File: config.mk
export PLATFORM = sky130hd
export DESIGN_NAME = ddr3_req_arbiter
export DESIGN_NICKNAME = d
export VERILOG_FILES = /design/src/rtl/ddr3_mem_pkg.sv /design/src/rtl/ddr3_req_arbiter_rr_pick.sv /design/src/rtl/ddr3_req_arbiter.sv
export SDC_FILE = /design/constraint.sdc
export NUM_CORES = 1
export LEC_CHECK = 0
export ABC_AREA = 1
export CAP_MARGIN = 25
export CORE_AREA = 2 2 240 242
export CTS_CLUSTER_DIAMETER = 120
export CTS_CLUSTER_SIZE = 25
export DETAILED_ROUTE_END_ITERATION = 12
export DIE_AREA = 0 0 242 244
export PLACE_DENSITY = 0.48
export RECOVER_POWER = 25
export REMOVE_ABC_BUFFERS = 1
export SYNTH_ARGS = -nofsm -noshare
export SYNTH_HDL_FRONTEND = slang
export SYNTH_HIERARCHICAL = 1
export SYNTH_SLANG_ARGS = --single-unit
File: constraint.sdc
create_clock -name cpu_clk -period 3.6 [get_ports cpu_clk]
set_input_delay 0.54 -clock cpu_clk [delete_from_list [all_inputs] [get_ports cpu_clk]]
set_output_delay 0.54 -clock cpu_clk [all_outputs]
set_load 0.02 [all_outputs]
File: src/rtl/ddr3_mem_pkg.sv
// Shared types and constants for the DDR3 controller front end.
// Holds the arbiter state encoding and the controller burst length.
package ddr3_mem_pkg;

    localparam int BA_W      = 3;
    localparam int ROW_W     = 15;
    localparam int COL_W     = 10;
    localparam int DAT_W     = 64;
    localparam int BURST_LEN = 4;

    typedef enum logic [2:0] {
        ST_IDLE,
        ST_ISSUE,
        ST_WR_HOLD,
        ST_RD_WAIT,
        ST_RESP
    } arb_state_e;

endpackage

File: src/rtl/ddr3_req_arbiter_rr_pick.sv
// Round-robin picker: first set bit of mask searching upward from start, wrapping.
// Purely combinational; one-hot grant plus any-bit.
module rr_pick #(
    parameter int N  = 4,
    parameter int PW = (N > 1) ? $clog2(N) : 1
) (
    input  logic [N-1:0]  mask,
    input  logic [PW-1:0] start,
    output logic [N-1:0]  grant,
    output logic          any
);

    logic          found;
    logic [PW-1:0] idx;

    always_comb begin
        grant = '0;
        found = 1'b0;
        idx   = '0;
        for (int i = 0; i < N; i++) begin
            idx = PW'((int'(start) + i) % N);
            if (!found && mask[idx]) begin
                grant[idx] = 1'b1;
                found      = 1'b1;
            end
        end
    end

    assign any = |mask;

endmodule

File: src/rtl/ddr3_req_arbiter.sv
// Arbitrates NREQ requesters onto the single DDR3 controller command port, one transaction in flight.
// Prefers row hits on the last granted bank/row, bounded by MAX_HIT; returns a per-port response pulse.
module ddr3_req_arbiter
    import ddr3_mem_pkg::*;
#(
    parameter int NREQ       = 4,
    parameter int MAX_HIT    = 4,
    parameter int RD_TIMEOUT = 63
) (
    input  logic                        cpu_clk,
    input  logic                        reset_n,
    input  logic [NREQ-1:0]             req_valid,
    output logic [NREQ-1:0]             req_ready,
    input  logic [NREQ-1:0]             req_cmd,
    input  logic [NREQ-1:0][BA_W-1:0]   req_ba,
    input  logic [NREQ-1:0][ROW_W-1:0]  req_row,
    input  logic [NREQ-1:0][COL_W-1:0]  req_col,
    input  logic [NREQ-1:0][DAT_W-1:0]  req_wdata,
    output logic [NREQ-1:0]             rsp_valid,
    output logic [DAT_W-1:0]            rsp_rdata,
    output logic                        rsp_err,
    input  logic                        ctl_cmd_rdy,
    output logic                        ctl_addr_valid,
    output logic                        ctl_cmd,
    output logic [BA_W-1:0]             ctl_ba,
    output logic [ROW_W-1:0]            ctl_row,
    output logic [COL_W-1:0]            ctl_col,
    output logic [DAT_W-1:0]            ctl_wdata,
    input  logic [DAT_W-1:0]            ctl_rd_data,
    input  logic                        ctl_rd_valid
);

    localparam int PW = $clog2(NREQ);
    localparam int HW = $clog2(MAX_HIT + 1);
    localparam int BW = $clog2(BURST_LEN);

    arb_state_e        state;
    logic [PW-1:0]     rr_ptr;
    logic [PW-1:0]     owner;
    logic [HW-1:0]     hit_cnt;
    logic              last_vld;
    logic [BA_W-1:0]   last_ba;
    logic [ROW_W-1:0]  last_row;
    logic [5:0]        rd_cnt;
    logic [BW-1:0]     wr_cnt;

    logic [NREQ-1:0]   hit_mask;
    logic [NREQ-1:0]   hit_grant;
    logic [NREQ-1:0]   vld_grant;
    logic [NREQ-1:0]   grant;
    logic              hit_any;
    logic              vld_any;
    logic              use_hit;
    logic [PW-1:0]     gidx;

    always_comb begin
        for (int i = 0; i < NREQ; i++) begin
            hit_mask[i] = req_valid[i] && last_vld &&
                          (req_ba[i] == last_ba) && (req_row[i] == last_row);
        end
    end

    rr_pick #(.N(NREQ), .PW(PW)) u_hit_pick (
        .mask  (hit_mask),
        .start (rr_ptr),
        .grant (hit_grant),
        .any   (hit_any)
    );

    rr_pick #(.N(NREQ), .PW(PW)) u_vld_pick (
        .mask  (req_valid),
        .start (rr_ptr),
        .grant (vld_grant),
        .any   (vld_any)
    );

    // Once the hit streak is exhausted, fall back to plain round-robin over all valid ports.
    assign use_hit   = hit_any && (hit_cnt < HW'(MAX_HIT));
    assign grant     = use_hit ? hit_grant : vld_grant;
    assign req_ready = (state == ST_IDLE) ? grant : '0;

    always_comb begin
        gidx = '0;
        for (int i = 0; i < NREQ; i++) begin
            if (grant[i]) gidx = PW'(i);
        end
    end

    always_ff @(posedge cpu_clk or negedge reset_n) begin
        if (!reset_n) begin
            state          <= ST_IDLE;
            rr_ptr         <= '0;
            owner          <= '0;
            hit_cnt        <= '0;
            last_vld       <= 1'b0;
            last_ba        <= '0;
            last_row       <= '0;
            rd_cnt         <= '0;
            wr_cnt         <= '0;
            rsp_valid      <= '0;
            rsp_rdata      <= '0;
            rsp_err        <= 1'b0;
            ctl_addr_valid <= 1'b0;
            ctl_cmd        <= 1'b0;
            ctl_ba         <= '0;
            ctl_row        <= '0;
            ctl_col        <= '0;
            ctl_wdata      <= '0;
        end else begin
            case (state)
                ST_IDLE: begin
                    if (vld_any) begin
                        owner          <= gidx;
                        ctl_addr_valid <= 1'b1;
                        ctl_cmd        <= req_cmd[gidx];
                        ctl_ba         <= req_ba[gidx];
                        ctl_row        <= req_row[gidx];
                        ctl_col        <= req_col[gidx];
                        ctl_wdata      <= req_wdata[gidx];
                        rr_ptr         <= (int'(gidx) == NREQ - 1) ? '0 : gidx + PW'(1);
                        if (hit_mask[gidx]) begin
                            if (hit_cnt != HW'(MAX_HIT)) hit_cnt <= hit_cnt + HW'(1);
                        end else begin
                            hit_cnt <= '0;
                        end
                        last_vld       <= 1'b1;
                        last_ba        <= req_ba[gidx];
                        last_row       <= req_row[gidx];
                        state          <= ST_ISSUE;
                    end
                end
                ST_ISSUE: begin
                    if (ctl_cmd_rdy) begin
                        ctl_addr_valid <= 1'b0;
                        rd_cnt         <= '0;
                        wr_cnt         <= '0;
                        state          <= ctl_cmd ? ST_RD_WAIT : ST_WR_HOLD;
                    end
                end
                ST_WR_HOLD: begin
                    wr_cnt <= wr_cnt + BW'(1);
                    if (wr_cnt == BW'(BURST_LEN - 1)) begin
                        rsp_valid <= NREQ'(1) << owner;
                        rsp_rdata <= '0;
                        rsp_err   <= 1'b0;
                        state     <= ST_RESP;
                    end
                end
                ST_RD_WAIT: begin
                    // Terminal count one below RD_TIMEOUT so the response lands RD_TIMEOUT+1 cycles after acceptance.
                    if (ctl_rd_valid) begin
                        rsp_valid <= NREQ'(1) << owner;
                        rsp_rdata <= ctl_rd_data;
                        rsp_err   <= 1'b0;
                        state     <= ST_RESP;
                    end else if (rd_cnt == 6'(RD_TIMEOUT - 1)) begin
                        rsp_valid <= NREQ'(1) << owner;
                        rsp_rdata <= '0;
                        rsp_err   <= 1'b1;
                        state     <= ST_RESP;
                    end else begin
                        rd_cnt <= rd_cnt + 6'd1;
                    end
                end
                ST_RESP: begin
                    rsp_valid <= '0;
                    state     <= ST_IDLE;
                end
                default: state <= ST_IDLE;
            endcase
        end
    end

endmodule

==> impl_summary.txt <==
----------------------------------------------------
[Outcome]
  Outcome ... finished, violations left
  Failing checks ... capacitance limit, slew limit

[Setup path]
  Largest incremental delay on the critical path ... 0.53 ns
  Crit path max-delay cell type ... sky130_fd_sc_hd__clkdlybuf4s50_1
  Cell count along the critical path ... 21
  Setup slack on the worst flop-to-flop path ... 0.20 ns
  Element type at the critical path start ... input port
  Required @ worst endpoint ... 3.06 ns
  Top cell family by delay on the critical path ... simple AND/OR/NAND/NOR gates
  Worst reg2reg startpoint ... last_row[5]$_DFFE_PN0P_
  End of the worst register-to-register path ... hit_cnt[2]$_DFFE_PN0P_
  Worst path arrival time ... 2.93 ns
  Critical Path End Type ... output port
  Crit path max fanout ... 4
  Kind of critical path ... input port to output port
  Cell with the most instances on the worst path ... sky130_fd_sc_hd__nand2_1
  Timing endpoint of the critical path ... req_ready[1]
  Total buffers and inverters traversed by the critical path ... 5
  Depth of the worst register-to-register path ... 26
  Crit path from ... req_row[37]
  Cell-by-cell listing of the critical path ... clkdlybuf4s50_1 -> inv_1 -> nand2_1 -> nand2_1 -> nor2_1 -> nand2_1 -> nor2_1 -> and3_4 -> inv_1 -> nand2_1 -> nand3_1 -> nand2_1 -> nand2_2 -> nor2_4 -> nand2_2 -> nand3_2 -> nand2_2 -> nand2_4 -> inv_2 -> nor2_2 -> buf_6

[Clock tree]
  Clock transition at the register clock pins on the worst setup and hold paths after CTS ... 0.08 ns
  Maximum level of the CTS H-tree ... 4
  Number of hold buffers added after cts ... 0
  Clock tree sinks ... 182
  Clock buffers created by TritonCTS ... 17
  Latest clock arrival within the worst-skew pair ... 0.50 ns
  TritonCTS clock tree ... built
  Root Buffer Master ... sky130_fd_sc_hd__clkbuf_16
  CTS max path bufs ... 2

[Synthesis]
  Yosys warning total ... 6
  Post-synth design cell area ... 12000 sq um
  Count of flip-flops with a built-in enable after synthesis ... 0
  Cells after Synth ... 1616
  Synthesis-stage register bit count ... 182
  Primary FF master, synth ... sky130_fd_sc_hd__dfrtp_1
  Sequential element share of the synthesized area ... 38.1%
  Syn avg cell area ... 7.40 sq um
  Post-synth ARST share ... 100%
  Synth cell types ... 42

[Placed design]
  Dpl cells ... 3048
  Estimated wirelength of the detail-placed design ... 54.7 mm
  Final estimated routing congestion in global placement ... 0.938
  DP Worst Slack ... -0.519 ns
  Standard cell area after detailed placement ... 20000 sq um
  Buffers added on ports ... 610

[Floorplan]
  Top-level I/O count ... 611
  Starting Density ... 21.3%
  Std cell rows ... 87
  Chip Width ... 242 um
  Placeable core area ... 56200 sq um
  Die area ... 59000 sq um
  Die height ... 244 um

[Final layout]
  Number of nets in the layout ... 2797
  Relative area change from synthesis to final layout ... 76.9%
  Layout cell share with drive strength beyond 1 ... 14.6%
  Non-filler cells, final ... 3127
  Finished Cell Area ... 21100 sq um

[STA]
  Measured slew at the worst slew-check pin ... 2.90 ns
  Final hold violations ... 0
  Final Max Tran Viols ... 101
  Min Hold Slack ... 0.403 ns
  Final setup slack of the worst path ... 0.132 ns
  Slew Limit Headroom ... -93.2%
  Post-route setup TNS ... 0 ns
  Total setup violations reported at the end of the flow ... 0
  Max Clock Freq ... 288 MHz
  Clock Skew ... 0.0173 ns
  Time the final worst path needs with I/O delays and setup ... 3.47 ns
  Portion of the clock cycle consumed by the worst path in the final layout ... 96.3%
  Unrepaired setup endpoints after global routing ... true

[Power]
  Leakage power ... 9.39 nW
  Peak ir drop on the vdd network ... 571 uV
  Pwr Density ... 1010 nW/um^2

[Global routing]
  Total congestion overflow after global routing ... 0
  Largest net degree at the start of global routing ... 103
  Global-route wire length before repair ... 100 mm
  Vias in the first global route ... 14.9k
  Number of antenna violations at the first check in global routing ... 26
  Tot GR Track Use ... 22.9%

[Hold path]
  Class of the worst hold path ... input port to flip-flop

[Routing]
  Count of vias placed by the detailed router ... 14.9k
  Residual antenna-violating net count after detailed routing ... 0
  Initial drt markers ... 1030
  Total wirelength of the detailed-routed design ... 70.6 mm
  WL/cell ... 22.6 um
  Per-cell via count in the routed design ... 4.78
  Post-route DRC violation count ... 0
  Router iterations before antenna repair ... 8

[Flow run]
  Total of max-cap violations ... 1

----------------------------------------------------
-- worst min-delay path, delay by kind of cell --
family / cells / cell delay [ns]
compound gates: 1 / 0.09
simple gates: 1 / 0.05
buf+inv: 2 / 0.17
-- logic make-up (layout without fill, tap and decap cells) --
| logic type | Yosys count | after routing | share of synthesized area (%) |
|---|---|---|---|
| xor+xnor | 21 | 21 | 1.54 |
| other cells | 0 | 22 | 0 |
| fa+ha+maj | 17 | 17 | 1.78 |
| simple gates | 800 | 800 | 28.3 |
| buf+inv | 240 | 973 | 8.72 |
| flops | 182 | 182 | 38.1 |
| compound gates | 356 | 356 | 21.5 |
-- sequential cells by signal, summed over array words and instances (netlist names), 2 cells and up --
| signal | count |
|---|---|
| wr_cnt | 2 |
| rd_cnt | 6 |
| rsp_rdata | 64 |
| rsp_valid | 4 |
| last_row | 15 |
| state | 3 |
| owner | 2 |
| rr_ptr | 2 |
| ctl_wdata | 64 |
| last_ba | 3 |
| ctl_col | 10 |
| hit_cnt | 3 |
-- layer usage --
metal  vias to the layer above  share of wire [%]  track usage, %
li1                       7013                  -               -
met1                      7269                 42            28.2
met2                       570                 48            37.7
met3                        91                7.0            6.20
met4                         6                3.1            10.0
met5                         -              0.058               0
-- cell type report --
class                      count  area [sq um]
sequential                   182          4570
fill                        5906         35000
antenna                       22          55.1
tap                          756           946
clock inverter                15           175
multi-input combinational   1194          6540
inverter                     140           537
timing repair buffer         801          7910
clock buffer                  17           425
-- Yosys cell counts (all sizes together) (12+ instances only) --
cell | number | share of area [%]
dfrtp | 182 | 38
nand3 | 111 | 4.8
nor3 | 13 | 0.68
xnor2 | 13 | 0.95
a21oi | 24 | 1.0
o22ai | 34 | 1.9
a32o | 64 | 5.4
buf | 58 | 3.0
nand2 | 458 | 15
nand4 | 12 | 0.63
clkbuf | 42 | 1.3
inv | 140 | 4.4
nor2 | 195 | 6.7
o221ai | 100 | 7.3
ha | 17 | 1.8
o21ai | 123 | 5.2
-- worst min path at each step --
stage	to	cells after the start	slack, ns	start
after CTS	rsp_rdata[9]$_DFFE_PN0P_	1	0.17	reset_n
after global placement	ctl_wdata[59]$_DFFE_PN0P_	2	0.46	ctl_wdata[59]$_DFFE_PN0P_
after global routing	rsp_err$_DFFE_PN0P_	4	0.42	ctl_rd_valid
final	rsp_err$_DFFE_PN0P_	4	0.40	ctl_rd_valid
after detailed placement	ctl_wdata[3]$_DFFE_PN0P_	2	0.47	ctl_wdata[3]$_DFFE_PN0P_
after floorplan	ctl_addr_valid$_DFFE_PN0P_	0	0.24	reset_n
-- per-stage QoR --
| step | power (W) | util (%) |
|---|---|---|
| after floorplan | 0.0107 | - |
| after global placement | 0.0185 | 35.6 |
| after detailed placement | 0.0185 | 35.6 |
| after CTS | 0.0207 | 36.8 |
| after global routing | 0.0229 | 37.6 |
| final | 0.0214 | 37.7 |
-- power breakdown --
group / internal (W) / switching, W
clock: 0.000936 / 0.00107
sequential: 0.00299 / 0.000649
combinational: 0.00652 / 0.00921
-- cell usage in the layout, fill, tap and decap left out, types with 23 or more instances in the layout --
master                            synthesis  routed
sky130_fd_sc_hd__clkdlybuf4s50_1          0     594
sky130_fd_sc_hd__nand2_1                443     425
sky130_fd_sc_hd__dfrtp_1                182     173
sky130_fd_sc_hd__nor2_1                 184     166
sky130_fd_sc_hd__buf_4                    9     162
sky130_fd_sc_hd__inv_1                  127     120
sky130_fd_sc_hd__nand3_1                107     104
sky130_fd_sc_hd__o221ai_1               100     100
sky130_fd_sc_hd__o21ai_0                106      98
sky130_fd_sc_hd__a32o_1                  64      64
sky130_fd_sc_hd__o22ai_1                 31      31
sky130_fd_sc_hd__nand2_2                 10      25
sky130_fd_sc_hd__nor2_2                   5      23
-- repair_timing --
item                                    in CTS  in global routing
resized for setup                           29                 81
setup buffers                                6                 16
cloned                                       0                  3
endpoints found under the setup margin      37                101
pin swaps                                    2                 19
hold endpoints to repair                     0                  0
(Power assumes the default switching activity.)
